$ cat src/rtl/dmem_ctrl_pkg.sv
// Shared definitions for the data-memory controller: FSM states, access-size
// encodings (shared with the load unit's extension select) and alignment rule.
package dmem_ctrl_pkg;

   typedef enum logic [1:0] {
      ST_IDLE = 2'b00,
      ST_REQ  = 2'b01,
      ST_WAIT = 2'b10,
      ST_DONE = 2'b11
   } state_t;

   localparam logic [1:0] SZ_WORD = 2'b00;
   localparam logic [1:0] SZ_HALF = 2'b01;
   localparam logic [1:0] SZ_BYTE = 2'b10;
   localparam logic [1:0] SZ_RSVD = 2'b11;

   function automatic logic is_misaligned(input logic [1:0] size, input logic [1:0] addr_lo);
      logic bad;
      case (size)
         SZ_WORD: bad = (addr_lo != 2'b00);
         SZ_HALF: bad = addr_lo[0];
         SZ_BYTE: bad = 1'b0;
         default: bad = 1'b1;
      endcase
      return bad;
   endfunction

endpackage

$ cat src/rtl/dmem_ctrl_if.sv
// Word-wide data-memory bus between the controller (master) and memory (slave).
interface dmem_ctrl_if #(
   parameter int AW = 32
) ();
   // mem_req is held with stable we/addr/be/wdata until the cycle mem_gnt is seen
   // high; one mem_rvalid (read data or write ack) follows, possibly in the grant cycle.
   logic          mem_req;
   logic          mem_we;
   logic [AW-1:0] mem_addr;
   logic [3:0]    mem_be;
   logic [31:0]   mem_wdata;
   logic          mem_gnt;
   logic          mem_rvalid;
   logic [31:0]   mem_rdata;

   modport master (
      output mem_req, mem_we, mem_addr, mem_be, mem_wdata,
      input  mem_gnt, mem_rvalid, mem_rdata
   );

   modport slave (
      input  mem_req, mem_we, mem_addr, mem_be, mem_wdata,
      output mem_gnt, mem_rvalid, mem_rdata
   );
endinterface

$ cat src/rtl/dmem_ctrl_align.sv
// Byte-lane steering: store data/byte enables onto the word bus and load data
// back to a right-justified, zero-filled value.
module dmem_align
   import dmem_ctrl_pkg::*;
(
   input  logic [1:0]  size,
   input  logic [1:0]  addr_lo,
   input  logic [31:0] wdata,
   input  logic [31:0] rdata,
   output logic [3:0]  be,
   output logic [31:0] wdata_lane,
   output logic [31:0] rdata_out
);
   logic [4:0]  shamt;
   logic [31:0] rshift;

   assign shamt  = {addr_lo, 3'b000};
   assign rshift = rdata >> shamt;

   always_comb begin
      be         = 4'b0000;
      wdata_lane = wdata;
      rdata_out  = rdata;
      case (size)
         SZ_WORD: be = 4'b1111;
         SZ_HALF: begin
            be         = 4'b0011 << addr_lo;
            wdata_lane = wdata << shamt;
            rdata_out  = {16'h0000, rshift[15:0]};
         end
         SZ_BYTE: begin
            be         = 4'b0001 << addr_lo;
            wdata_lane = wdata << shamt;
            rdata_out  = {24'h000000, rshift[7:0]};
         end
         default: ;
      endcase
   end
endmodule

$ cat src/rtl/dmem_ctrl.sv
// Load/store bus controller: one aligned access per request, request/grant/response
// with a cycle budget, pipeline stall while outstanding.
module dmem_ctrl
   import dmem_ctrl_pkg::*;
#(
   parameter int TIMEOUT = 64,
   parameter int AW      = 32
) (
   input  logic          clk,
   input  logic          rst,
   input  logic          req_valid,
   input  logic          req_we,
   input  logic [1:0]    req_size,
   input  logic [AW-1:0] req_addr,
   input  logic [31:0]   req_wdata,
   output logic [31:0]   rd_data,
   output logic          done,
   output logic          err,
   output logic          stall,
   output state_t        dbg_state,
   dmem_ctrl_if.master   bus
);
   localparam int CW = $clog2(TIMEOUT + 1);

   state_t        state, state_next;
   logic [CW-1:0] tmo_cnt;
   logic [1:0]    size_q, addr_lo_q;
   logic          we_q;
   logic          misaligned, accept, capture, expired;
   logic [1:0]    al_size, al_addr_lo;
   logic [3:0]    al_be;
   logic [31:0]   al_wdata, al_rdata;

   assign misaligned = is_misaligned(req_size, req_addr[1:0]);
   assign accept     = (state == ST_IDLE) && req_valid && !misaligned;
   assign capture    = ((state == ST_WAIT) && bus.mem_rvalid) ||
                       ((state == ST_REQ) && bus.mem_gnt && bus.mem_rvalid);
   assign expired    = (tmo_cnt == CW'(TIMEOUT - 1));

   assign stall     = accept || (state == ST_REQ) || (state == ST_WAIT);
   assign done      = (state == ST_DONE);
   assign dbg_state = state;

   // Steer from the live request while idle, from the latched access otherwise.
   assign al_size    = (state == ST_IDLE) ? req_size : size_q;
   assign al_addr_lo = (state == ST_IDLE) ? req_addr[1:0] : addr_lo_q;

   dmem_align u_align (
      .size       (al_size),
      .addr_lo    (al_addr_lo),
      .wdata      (req_wdata),
      .rdata      (bus.mem_rdata),
      .be         (al_be),
      .wdata_lane (al_wdata),
      .rdata_out  (al_rdata)
   );

   always_comb begin
      state_next = state;
      case (state)
         ST_IDLE: if (accept) state_next = ST_REQ;
         ST_REQ: begin
            if (capture)          state_next = ST_DONE;
            else if (expired)     state_next = ST_IDLE;
            else if (bus.mem_gnt) state_next = ST_WAIT;
         end
         ST_WAIT: begin
            if (capture)      state_next = ST_DONE;
            else if (expired) state_next = ST_IDLE;
         end
         default: state_next = ST_IDLE;
      endcase
   end

   always_ff @(posedge clk) begin
      if (rst) begin
         state         <= ST_IDLE;
         tmo_cnt       <= '0;
         size_q        <= SZ_WORD;
         addr_lo_q     <= 2'b00;
         we_q          <= 1'b0;
         rd_data       <= '0;
         err           <= 1'b0;
         bus.mem_req   <= 1'b0;
         bus.mem_we    <= 1'b0;
         bus.mem_addr  <= '0;
         bus.mem_be    <= 4'b0000;
         bus.mem_wdata <= '0;
      end else begin
         state       <= state_next;
         bus.mem_req <= (state_next == ST_REQ);
         // Pulses for a rejected access or an aborted (timed-out) transaction.
         err <= ((state == ST_IDLE) && req_valid && misaligned) ||
                (((state == ST_REQ) || (state == ST_WAIT)) && (state_next == ST_IDLE));
         if (accept) begin
            tmo_cnt       <= '0;
            size_q        <= req_size;
            addr_lo_q     <= req_addr[1:0];
            we_q          <= req_we;
            bus.mem_we    <= req_we;
            bus.mem_addr  <= {req_addr[AW-1:2], 2'b00};
            bus.mem_be    <= al_be;
            bus.mem_wdata <= al_wdata;
         end else if ((state == ST_REQ) || (state == ST_WAIT)) begin
            tmo_cnt <= tmo_cnt + CW'(1);
         end
         if (capture && !we_q) rd_data <= al_rdata;
      end
   end
endmodule
$ cat src/flat_wrapper.sv
// flat-port wrapper written by rule: the top's interface ports become plain ports
module dmem_ctrl_flat import dmem_ctrl_pkg::*;
#(
   parameter int TIMEOUT = 64,
   parameter int AW      = 32
)
  (clk, rst, req_valid, req_we, req_size, req_addr, req_wdata, rd_data, done, err, stall, dbg_state, bus_mem_req, bus_mem_we, bus_mem_addr, bus_mem_be, bus_mem_wdata, bus_mem_gnt, bus_mem_rvalid, bus_mem_rdata);
  dmem_ctrl_if #(.AW(AW)) bus_i ();
  input  logic clk;
  input  logic rst;
  input  logic req_valid;
  input  logic req_we;
  input  logic [1:0] req_size;
  input  logic [AW-1:0] req_addr;
  input  logic [31:0] req_wdata;
  output logic [31:0] rd_data;
  output logic done;
  output logic err;
  output logic stall;
  output state_t dbg_state;
  output wire logic [$bits(bus_i.mem_req)-1:0] bus_mem_req;
  output wire logic [$bits(bus_i.mem_we)-1:0] bus_mem_we;
  output wire logic [$bits(bus_i.mem_addr)-1:0] bus_mem_addr;
  output wire logic [$bits(bus_i.mem_be)-1:0] bus_mem_be;
  output wire logic [$bits(bus_i.mem_wdata)-1:0] bus_mem_wdata;
  input wire logic [$bits(bus_i.mem_gnt)-1:0] bus_mem_gnt;
  input wire logic [$bits(bus_i.mem_rvalid)-1:0] bus_mem_rvalid;
  input wire logic [$bits(bus_i.mem_rdata)-1:0] bus_mem_rdata;
  assign bus_mem_req = bus_i.mem_req;
  assign bus_mem_we = bus_i.mem_we;
  assign bus_mem_addr = bus_i.mem_addr;
  assign bus_mem_be = bus_i.mem_be;
  assign bus_mem_wdata = bus_i.mem_wdata;
  assign bus_i.mem_gnt = bus_mem_gnt;
  assign bus_i.mem_rvalid = bus_mem_rvalid;
  assign bus_i.mem_rdata = bus_mem_rdata;
  dmem_ctrl #(.TIMEOUT(TIMEOUT), .AW(AW)) u_core (.clk(clk), .rst(rst), .req_valid(req_valid), .req_we(req_we), .req_size(req_size), .req_addr(req_addr), .req_wdata(req_wdata), .rd_data(rd_data), .done(done), .err(err), .stall(stall), .dbg_state(dbg_state), .bus(bus_i));
endmodule
$ cat config.mk
export PLATFORM = sky130hd
export DESIGN_NAME = dmem_ctrl_flat
export DESIGN_NICKNAME = d
export VERILOG_FILES = /design/src/rtl/dmem_ctrl_pkg.sv /design/src/rtl/dmem_ctrl_if.sv /design/src/rtl/dmem_ctrl_align.sv /design/src/rtl/dmem_ctrl.sv /design/src/flat_wrapper.sv
export SDC_FILE = /design/constraint.sdc
export NUM_CORES = 1
export LEC_CHECK = 0
export BUFFER_PORTS_ARGS = -buffer_cell sky130_fd_sc_hd__buf_2
export CAP_MARGIN = 10
export CORE_MARGIN = 2
export CORE_UTILIZATION = 45
export DETAILED_ROUTE_END_ITERATION = 16
export PLACE_DENSITY = 0.74
export SLEW_MARGIN = 0
export SYNTH_ARGS = -nofsm -noshare
export SYNTH_HDL_FRONTEND = slang
export SYNTH_SLANG_ARGS = --single-unit
$ cat constraint.sdc
create_clock -name clk -period 8.2 [get_ports clk]
set_input_delay 2.46 -clock clk [delete_from_list [all_inputs] [get_ports clk]]
set_output_delay 2.46 -clock clk [all_outputs]
set_load 0.01 [all_outputs]
### Yosys cells after proc, flatten, opt, wreduce, memory -nomap -nowiden

Index checks and enable logic that the tools add are counted.

* word-level logic and storage cells: 60
* output and inout bits: 107
* bits in read-only memories: 0
* latch bits: 0
* input bits: 104
* register bits after elaboration: 114
* bits in writable memories: 0
* memories: 0

* multipliers: 0
* bitwise gates (word level): 0
* divide/modulo/power cells: 0
* shift operators: 4
* equal/unequal tests: 9
* reduce and logical (&&, ||, !) cells: 22
* mux-type cells: 13
* $lt $le $gt $ge: 0
* add/sub/neg operators: 1

Operators by type and width (count)
* case mux 32 bit (2 select lines): 1
* 2-to-1 mux 32 bit: 1
* left shift 32 x 5 -> 32 bit: 1
* right shift 32 x 5 -> 16 bit: 1
* 2-to-1 mux 2 bit: 8
* case mux 4 bit (3 select lines): 1
* == test 2 x 1 -> 1 bit (second input constant): 4
* == test 2 bit (second input constant): 4
* logical AND 1 bit: 8
* zero test 2 bit: 4
* adder 7 x 1 -> 7 bit (second input constant): 1
* == test 7 x 6 -> 1 bit (second input constant): 1
* case mux 2 bit (3 select lines): 1
* logical OR 1 bit: 5
* OR reduction 2 bit: 2
* left shift 1 x 2 -> 4 bit (first input constant): 1
* left shift 2 x 2 -> 4 bit (first input constant): 1
* case mux 1 bit (3 select lines): 1
* zero test 1 bit: 2
* nonzero test 2 bit: 1

### Depth between registers and ports, before layout

Gate-level depths: netlist of the first run.

* word-level depth: 9
* depth in mapped cells: 12
* depth with buffers taken out: 10

### Modules after synthesis

Synthesis of the first run repeated with hierarchy kept, for this count alone.

* cell total of the unflattened synthesis: 743
* area total of the unflattened synthesis: 5647.9 um^2

By module, submodules not included
* dmem_ctrl: cells an instance 526, seq. area each 2282.2 um^2, instances 1, area each 4232.8 um^2
* dmem_align: cells an instance 217, seq. area each 0.0 um^2, instances 1, area each 1415.1 um^2

### Worst setup path before layout of the first run

No wires, ideal clock.

* kind: input to output
* start point: in req_addr[1]
* end point: out stall
* setup slack: 2.209 ns
* data arrival time: 3.531 ns
* cell stages on the path: 6
* buffers on the path: 2
* cells stage by stage: nor2b_1 -> o31a_1 -> or2_1 -> buf_6 -> clkbuf_1 -> nand2_1

* longest elaborated chain between the ends: 6

RTL lines
* start, declared: line flat_wrapper.sv:14 `input logic [AW-1:0] req_addr;`
* nonzero test 2 bit: line dmem_ctrl_pkg.sv:20 `SZ_WORD: bad = (addr_lo != 2'b00);`
* case mux 1 bit (3 select lines): line dmem_ctrl_pkg.sv:19 `case (size)`
* zero test 1 bit: line dmem_ctrl.sv:35 `assign accept = (state == ST_IDLE) && req_valid && !misaligned;`
* logical AND 1 bit: line dmem_ctrl.sv:35
* logical OR 1 bit (2 in a row): line dmem_ctrl.sv:40 `assign stall = accept || (state == ST_REQ) || (state == ST_WAIT);`
* end, declared: line flat_wrapper.sv:19 `output logic stall;`

Every way passes these cells.

### Worst setup path in the final report of the first run

Ends and elaborated chain as after synthesis.

==> impl_metrics.toml, run 1 <==
[run_status]
status = "finished clean"

[yosys]
synth_common_cells = "nand2_1 (134), dfxtp_1 (114), a21oi_1 (79), clkbuf_1 (37), nor3_1 (34)"
synth_seq_cells = 114
syn-mean-instance-area_um2 = 7.97
yosysMostFrequentCell = "nand2_1"
ys_seq_area_share_pct = 42.1
synth_area_um2 = 5420
ys.flop_type = "dfxtp_1"
synth_cell_types = 48
yosys-top-cells-area = "dfxtp_1 (42%), nand2_1 (9.3%), a21oi_1 (7.3%)"
yosys.area.top_type_share_pct = 42.1
netlist_instances = 680
synth_edf_count = 0
netlist.top_cell.by_area = "dfxtp_1"
async_reset_ff_share_pct = 0
yosysWarningCount = 0

[hold_path]
min_path_cells = 2
hp-start = "u_core.bus.mem_wdata[4]$_SDFFE_PP0P_"
hold_end = "u_core.bus.mem_wdata[4]$_SDFFE_PP0P_"
hp-class = "reg -> reg"

[pwr]
p_leak_uw = 0.00314
ir_worst_vdd_v = 0.000129
pwr_density_cell_nw_per_um2 = 255

[setup_path]
critPathRequiredTime_ns = 5.74
worstReg2RegStart = "u_core.dbg_state[1]$_SDFF_PP0_"
cp.arrival_ns = 3.68
crit_type = "in -> out"
startpoint_type = "primary input"
r2r_setup_slack_ns = 4.31
crit_start = "req_addr[1]"
worstReg2RegEnd = "u_core.rd_data[14]$_SDFFE_PP0P_"
worst-path-max-fanout = 15
r2r.worst_path.cells = 11
critPathCaptureType = "output port"

[timing]
slew-limit-headroom_pct = 27.1
period_minus_slack_ns = 6.14
fin_setup_tns_ns = 0
fmax_mhz = 163
max_slew.worst_pin.slew_ns = 1.09
setup_viol = 0
setup_ws_ns = 2.06
rsz0062_at_grt = "false"
finalMaxSlewViolations = 0
finalHoldViolations = 0
finalCritPeriodShare_pct = 74.9
finClkSkew_ns = 0.00956

[global_routing]
grt-ovfl-total = 0
grt_max_degree = 77
grt_pass1_vias = 4974
antenna_found_initial = 0
grt_util_all_layers_pct = 23.8
grt_pass1_wl_um = 24900

[die]
die_h_um = 114
die_w_um = 114
rows = 40
die-area_um2 = 12900
start_util_pct = 45.7
fp.coreArea_um2 = 11900
pin_count = 211

[placed_design]
io_buffer_count = 208
placedInstanceArea_um2 = 6450
dp_worst_setup_slack_ns = 2.08
gp_congestion = 0.824
dp_hpwl_um = 10800

[layout]
drive_gt1_share_pct = 29.1
diodes = 0
area_growth_syn_to_layout_pct = 29.5
postLayoutCellArea_um2 = 7010
layout.nets = 967

[cts]
clk_pin_slew_ns = 0.05
cts_setup_buffers = 0
h-tree-depth = 4
clk_path_buf_depth = 2
cts_tree = "done"
clk_latency_ns = 0.41
cts_inserted_buffers = 17
ctsResizeCount = 0
cts.sink_count = 114
cts_hold_buf = 0
cts_root_buffer = "clkbuf_16"

[route]
wl_per_cell_um = 15.5
via_per_inst = 5.50
wl_um = 15700
vias = 5574
drt_pass1_iterations = 4
drcViolationCount = 0
drt_iter0_drc = 465
drtAntennaViolNets = 0

[flow_run]
maxCapViolations = 0
kinds of logic (layout without fill, tap and decap cells):
logic type | after synthesis | count (layout) | share of synthesized area (%)
AO/OA/AOI/OAI | 190 | 190 | 22.2
XOR/XNOR | 6 | 6 | 0.970
adder cells (fa/ha/maj) | 9 | 9 | 2.08
buffers and inverters | 66 | 251 | 5.24
flip-flops | 114 | 114 | 42.1
multiplexers | 13 | 13 | 2.45
other | 1 | 2 | 0.0692
AND/OR/NAND/NOR | 281 | 281 | 24.9
per-layer routing:
metal / wire (µm) / vias to the layer above / GRT usage (%)
met5: 0 / - / 0
met4: 214 / 0 / 8.05
met3: 1030 / 20 / 5.69
met2: 7270 / 200 / 36.6
met1: 7190 / 2581 / 33.0
li1: - / 2773 / -
critical path: stages:
cell	delay (ns)
buf_2	0.20
nor2b_1	0.18
o31a_1	0.34
or2_2	0.32
nand2_1	0.06
buf_2	0.13
state kept, by name, indices dropped and copies added, names as in the netlist:
| name | flops |
|---|---|
| u_core.bus.mem_wdata | 32 |
| u_core.bus.mem_addr | 30 |
| u_core.bus.mem_be | 4 |
| u_core.tmo_cnt | 7 |
| u_core.rd_data | 32 |
| u_core.err | 1 |
| u_core.addr_lo_q | 2 |
| u_core.bus.mem_req | 1 |
| u_core.dbg_state | 2 |
| u_core.size_q | 2 |
| u_core.we_q | 1 |
where the power goes:
group          total, µW  switching (µW)  internal (µW)  leakage [µW]
combinational        462             283            180       0.00193
sequential           630            27.8            602      0.000927
clock                693             241            452      0.000280
metrics by stage:
stage | std cells | total power, µW | utilization (%) | hold WS (ns)
floorplan | 681 | 953 | - | 0.434
detailed placement | 982 | 1100 | 54.4 | 0.441
global placement | 982 | 1100 | 54.4 | 0.437
global route | 1013 | 1880 | 59.1 | 0.466
finish | 1013 | 1790 | 59.1 | 0.444
CTS | 1013 | 1800 | 59.1 | 0.447
area by class of cell:
class / count / area (µm²)
fillers: 1144 / 4850
multi-input cells: 501 / 2870
flip-flops and latches: 114 / 2280
repair buffers: 215 / 1100
clock buffers: 26 / 509
well taps: 147 / 184
clock inverters: 5 / 50.0
inverters: 5 / 18.8
worst max path at each step:
stage            end  depth (start not counted)
3_5_place_dp   stall                          6
6_report       stall                          6
5_1_grt        stall                          6
4_1_cts        stall                          6
3_3_place_gp   stall                          6
2_1_floorplan  stall                          6
cells in the final DEF, fill, tap and decap left out, types with 18 or more instances in the layout:
cell / Yosys / final
buf_2: 17 / 207
nor2_1: 28 / 27
o22ai_1: 24 / 24
and3_1: 18 / 18
nor3_1: 34 / 34
nand3b_1: 26 / 26
nand2_1: 134 / 134
o21ai_0: 28 / 28
dfxtp_1: 114 / 114
a21oi_1: 79 / 79
Note: power is estimated with default switching activity, not from simulation.
==> inputs of run 2 (changes only) <==
- clock period: 8.2 -> 6.1 ns (I/O delays scaled with it)
==> run 2 against run 1 <==
Effect of this change: wire length up 0.92%; final cell count up 0.20%; clock power up 52%; design area up 1.2%; via count up 0.13%; non-clock buffer count up 1; critical endpoint unchanged.
==> impl_metrics.toml, run 2 (synthesis results as in run 1) <==
[route]
vias = 5581
via_per_inst = 5.50
drt_iter0_drc = 455
wl_um = 15900
drt_pass1_iterations = 5
wl_per_cell_um = 15.6
drtAntennaViolNets = 0
drcViolationCount = 0

[setup_path]
worst-path-max-fanout = 15
critPathRequiredTime_ns = 4.27
r2r_setup_slack_ns = 2.35
path_cells = "buf_2, nor2b_1, o31a_1, or2_2, nand2_1, buf_2"
startpoint_type = "primary input"
cpMaxStageDelayCell = "o31a_1"
critPathCaptureType = "output port"
cpMostUsedCell = "buf_2"
cp.arrival_ns = 3.02
crit_type = "in -> out"
critical-path-max-stage-delay_ns = 0.33

[timing]
period_minus_slack_ns = 4.85
slew-limit-headroom_pct = 30.3
fmax_mhz = 206
max_slew.worst_pin.slew_ns = 1.02
rsz0062_at_grt = "false"
finClkSkew_ns = 0.00849
finalMaxSlewViolations = 0
finalCritPeriodShare_pct = 79.5
setup_viol = 0
fin_setup_tns_ns = 0
finalHoldViolations = 0

[cts]
cts.sink_count = 114
clk_latency_ns = 0.42
clk_pin_slew_ns = 0.05
ctsResizeCount = 0
clk_path_buf_depth = 2
cts_hold_buf = 0
cts_tree = "done"
cts_setup_buffers = 0
h-tree-depth = 4
cts_inserted_buffers = 17
cts_root_buffer = "clkbuf_16"

[placed_design]
placedInstanceArea_um2 = 6460
post-place-cells = 983
gp_congestion = 0.831
io_buffer_count = 208
dp_hpwl_um = 10900

[layout]
area_growth_syn_to_layout_pct = 31.0
largestRegisters = "u_core.bus.mem_wdata (32), u_core.rd_data (32), u_core.bus.mem_addr (30)"
diodes = 0
layout_commonest_cell = "buf_2"
fin_cells = 1015
multiInputGateArea_um2 = 2870
fillerInstances = 1112
final_cell_mix = "buf_2 (207), nand2_1 (134), dfxtp_1 (114)"
seq_area_um2 = 2280
utilization_pct = 59.8
postLayoutCellArea_um2 = 7100
drive_gt1_share_pct = 29.7
layout.nets = 968

[die]
fp.coreArea_um2 = 11900
pin_count = 211
die-area_um2 = 12900
start_util_pct = 45.7
rows = 40
die_h_um = 114
die_w_um = 114

[global_routing]
grt_util_all_layers_pct = 24.5
antenna_found_initial = 0
grt_pass1_vias = 5172
grt_max_degree = 89
grt-ovfl-total = 0
grt_pass1_wl_um = 25400

[pwr]
ir_worst_vdd_v = 0.000239
pwr_density_cell_nw_per_um2 = 356
p_leak_uw = 0.00317

[flow_run]
maxCapViolations = 0

[hold_path]
hp-class = "reg -> reg"

[run_status]
status = "finished clean"
==> run 2: cell count changes in the layout (fill, tap and decap cells not counted) <==
cell,before,now
clkbuf_1,4,0
clkbuf_8,5,2
buf_4,8,9
bufinv_16,1,4
clkinvlp_4,0,4
clkinv_2,4,3
inv_6,0,1
clkinv_4,0,1
==> run 2: path summary, 6_finish.rpt <==
| kind | from | to | depth (start not counted) |
|---|---|---|---|
| hold / removal | u_core.bus.mem_be[0]$_SDFFE_PP0P_ | u_core.bus.mem_be[0]$_SDFFE_PP0P_ | 2 |
| hold reg to reg | u_core.bus.mem_be[0]$_SDFFE_PP0P_ | u_core.bus.mem_be[0]$_SDFFE_PP0P_ | 2 |
| setup reg to reg | u_core.dbg_state[0]$_SDFF_PP0_ | u_core.rd_data[14]$_SDFFE_PP0P_ | 10 |
| setup / recovery | req_addr[1] | stall | 6 |
==> run 2: worst max-delay path, delay by kind of cell <==
family                 cells  cell delay (ns)
AND/OR/NAND/NOR            3             0.54
AO/OA/AOI/OAI              1             0.33
buffers and inverters      2             0.31
==> run 2: through the flow <==
stage | total power [µW] | setup slack [ns] | hold WS [ns]
global placement | 1480 | 1.27 | 0.437
floorplan | 1280 | 1.37 | 0.434
CTS | 2540 | 1.25 | 0.448
global route | 2650 | 1.18 | 0.464
finish | 2530 | 1.25 | 0.448
detailed placement | 1480 | 1.26 | 0.442
==> run 2: power by group <==
part / switching (µW) / internal [µW]
sequential: 38.3 / 809
clock: 347 / 703
combinational: 383 / 246
total: 769 / 1760
==> run 2: layout make-up <==
class,instances,area share (%)
well taps,147,2.59
inverters,5,0.264
clock buffers,19,6.38
clock inverters,13,2.57
multi-input cells,501,40.5
repair buffers,216,15.5
flip-flops and latches,114,32.2
==> run 2: layer usage <==
metal / track usage (%) / part of all wire (%)
met2: 38.9 / 46
met3: 7.39 / 7.6
met4: 8.05 / 1.5
met1: 32.0 / 45
met5: 0 / 0
==> inputs of run 3 (changes only) <==
- ABC_AREA: not set -> 1
- clock period: 6.1 -> 4.75 ns (I/O delays scaled with it)
==> run 3 against run 2 <==
Effect of this change: largest cell class unchanged; hold slack better by 0.0039 ns; wire length down 3.2%; critical path type unchanged; non-clock buffer count shrank 3; sequential power grew 23%; highest routed layer unchanged; area after synthesis down 4.5%.
==> impl_metrics.toml, run 3 <==
[run_status]
status = "finished clean"

[timing]
setup_viol = 0
max_slew.worst_pin.slew_ns = 1.04
finalMaxSlewViolations = 0
rsz0062_at_grt = "false"
finalHoldViolations = 0
slew-limit-headroom_pct = 30.8
fin_hold_ws_ns = 0.452
finClkSkew_ns = 0.00747
fin_setup_tns_ns = 0
finalCritPeriodShare_pct = 74.7
fmax_mhz = 282
period_minus_slack_ns = 3.55

[global_routing]
grt-ovfl-total = 0
grt_util_all_layers_pct = 24.9
grt_pass1_wl_um = 24500
grt_pass1_vias = 4966
antenna_found_initial = 0
grt_max_degree = 63

[cts]
cts_setup_buffers = 0
cts.sink_count = 114
clk_path_buf_depth = 2
cts_inserted_buffers = 17
clk_pin_slew_ns = 0.05
clk_latency_ns = 0.42
cts_root_buffer = "clkbuf_16"
ctsResizeCount = 0
h-tree-depth = 4
cts_hold_buf = 0
cts_tree = "done"

[yosys]
synth_edf_count = 0
synth_seq_cells = 114
yosys-top-cells-area = "dfxtp_1 (44%), nand2_1 (13%), o21ai_0 (6.8%)"
async_reset_ff_share_pct = 0
yosysWarningCount = 0
synth-simple-area-share_pct = 21.2
synth_area_um2 = 5170
synth.area.mux_share_pct = 0.194
synth_cell_types = 35
yosysMostFrequentCell = "nand2_1"
yosys.area.top_type_share_pct = 44.1
syn-mean-instance-area_um2 = 7.47
netlist_instances = 692
synth_xor_area_share_pct = 0.677
synth_top_family_by_area = "compound AO/OA/AOI/OAI gates"
ys.flop_type = "dfxtp_1"
synthAdderAreaFrac_pct = 2.18
ys_seq_area_share_pct = 44.1
synth_common_cells = "nand2_1 (179), dfxtp_1 (114), o21ai_0 (70), a21oi_1 (52), inv_1 (50)"
netlist.top_cell.by_area = "dfxtp_1"
synth_compound_area_share_pct = 22.9

[setup_path]
worst-path-max-fanout = 2
cp.arrival_ns = 2.12
critical-path-max-stage-delay_ns = 0.16
crit_type = "in -> out"
path_cells = "buf_2, inv_1, o21ai_1, nand2_1, nand2_1, nand3_1, buf_2"
path_buf_inv = 3
critPathCaptureType = "output port"
cpMaxStageDelayCell = "o21ai_1"
critPathRequiredTime_ns = 3.32
cp_top_family = "buffers and inverters"
startpoint_type = "primary input"

[layout]
drive_gt1_share_pct = 28.9
area_growth_syn_to_layout_pct = 31.7
final_cell_mix = "buf_2 (208), nand2_1 (179), dfxtp_1 (114)"
fin_cells = 1036
diodes = 0
layout_commonest_cell = "buf_2"
layout.nets = 993
largestRegisters = "u_core.bus.mem_wdata (32), u_core.rd_data (32), u_core.bus.mem_addr (30)"

[pwr]
p_leak_uw = 0.00334
ir_worst_vdd_v = 0.000292
p_total_uw = 2810
pwr_density_cell_nw_per_um2 = 413

[route]
wl_um = 15400
wl_per_cell_um = 14.8
drt_iter0_drc = 395
highest_layer = "met4"
wl_met3_um = 1140
drtAntennaViolNets = 0
drt_pass1_iterations = 5
via_per_inst = 5.16
wl_met2_um = 7170
vias = 5343
wl_met1_um = 6820
drcViolationCount = 0

[placed_design]
io_buffer_count = 208
post-place-cells = 1004
dp_hpwl_um = 10800
gp_congestion = 0.872

[die]
start_util_pct = 45.7
rows = 39
die_h_um = 111
fp.coreArea_um2 = 11300
die_w_um = 111
die-area_um2 = 12400
pin_count = 211

[hold_path]
hp-class = "reg -> reg"

[flow_run]
maxCapViolations = 0
## run 3: cell types whose count changed in the layout (fill, tap and decap cells not counted), moves of 26 or more
| cell | change |
|---|---|
| nor3_1 | -31 |
| a21oi_1 | -27 |
| o21ai_0 | +42 |
| nand3_1 | +26 |
| inv_1 | +45 |
| nand2_1 | +45 |
| nand3b_1 | -26 |
## run 3: final cells by class
cell class | instances | area (µm²)
fill | 1056 | 4510
multi-input combinational | 480 | 2450
sequential | 114 | 2280
timing repair buffer | 213 | 1080
clock buffer | 25 | 515
inverter | 54 | 210
tap | 143 | 179
clock inverter | 7 | 96.3
## run 3: where the power goes
part	switching (µW)	internal, µW	total (µW)
sequential	26.6	1010	1040
clock	433	855	1290
combinational	321	168	490
## run 3: final timing paths
path	startpoint	endpoint	slack, ns	depth (start not counted)
worst min register to register	u_core.bus.mem_be[2]$_SDFFE_PP0P_	u_core.bus.mem_be[2]$_SDFFE_PP0P_	0.45	2
worst max-delay path	req_addr[1]	stall	1.20	7
worst max register to register	u_core.dbg_state[0]$_SDFF_PP0_	u_core.rd_data[2]$_SDFFE_PP0P_	1.70	13
worst min-delay path	u_core.bus.mem_be[2]$_SDFFE_PP0P_	u_core.bus.mem_be[2]$_SDFFE_PP0P_	0.45	2
## run 3: worst reg2reg max path, cell delays in order, from the launching register on
cell     delay, ns
dfxtp_1       0.42
inv_1         0.09
ha_1          0.37
inv_1         0.11
nand2_1       0.06
nand2_2       0.44
inv_2         0.40
nand2_4       0.18
nand2_4       0.15
inv_4         0.32
nor2_1        0.08
nor2_1        0.12
nand2_1       0.10
a21oi_1       0.13
## run 3: per-stage QoR
stage | worst slack, ns | utilization, % | instance area (µm²)
after floorplan | 1.21 | - | 5180
after global placement | 1.12 | 54.8 | 6200
after detailed placement | 1.08 | 54.8 | 6200
after CTS | 1.21 | 60.2 | 6810
after global routing | 1.13 | 60.2 | 6810
final | 1.20 | 60.2 | 6810
## run 3: logic make-up after synthesis
family,after synthesis
compound gates,196
xor+xnor,4
fa+ha+maj,9
buf+inv,99
flops,114
mux,1
other cells,1
simple gates,268
## run 3: routing by layer
metal	up-vias	GRT usage (%)
met4	0	8.56
met1	2432	30.9
met2	213	41.2
met5	-	0
li1	2680	-
met3	18	7.60
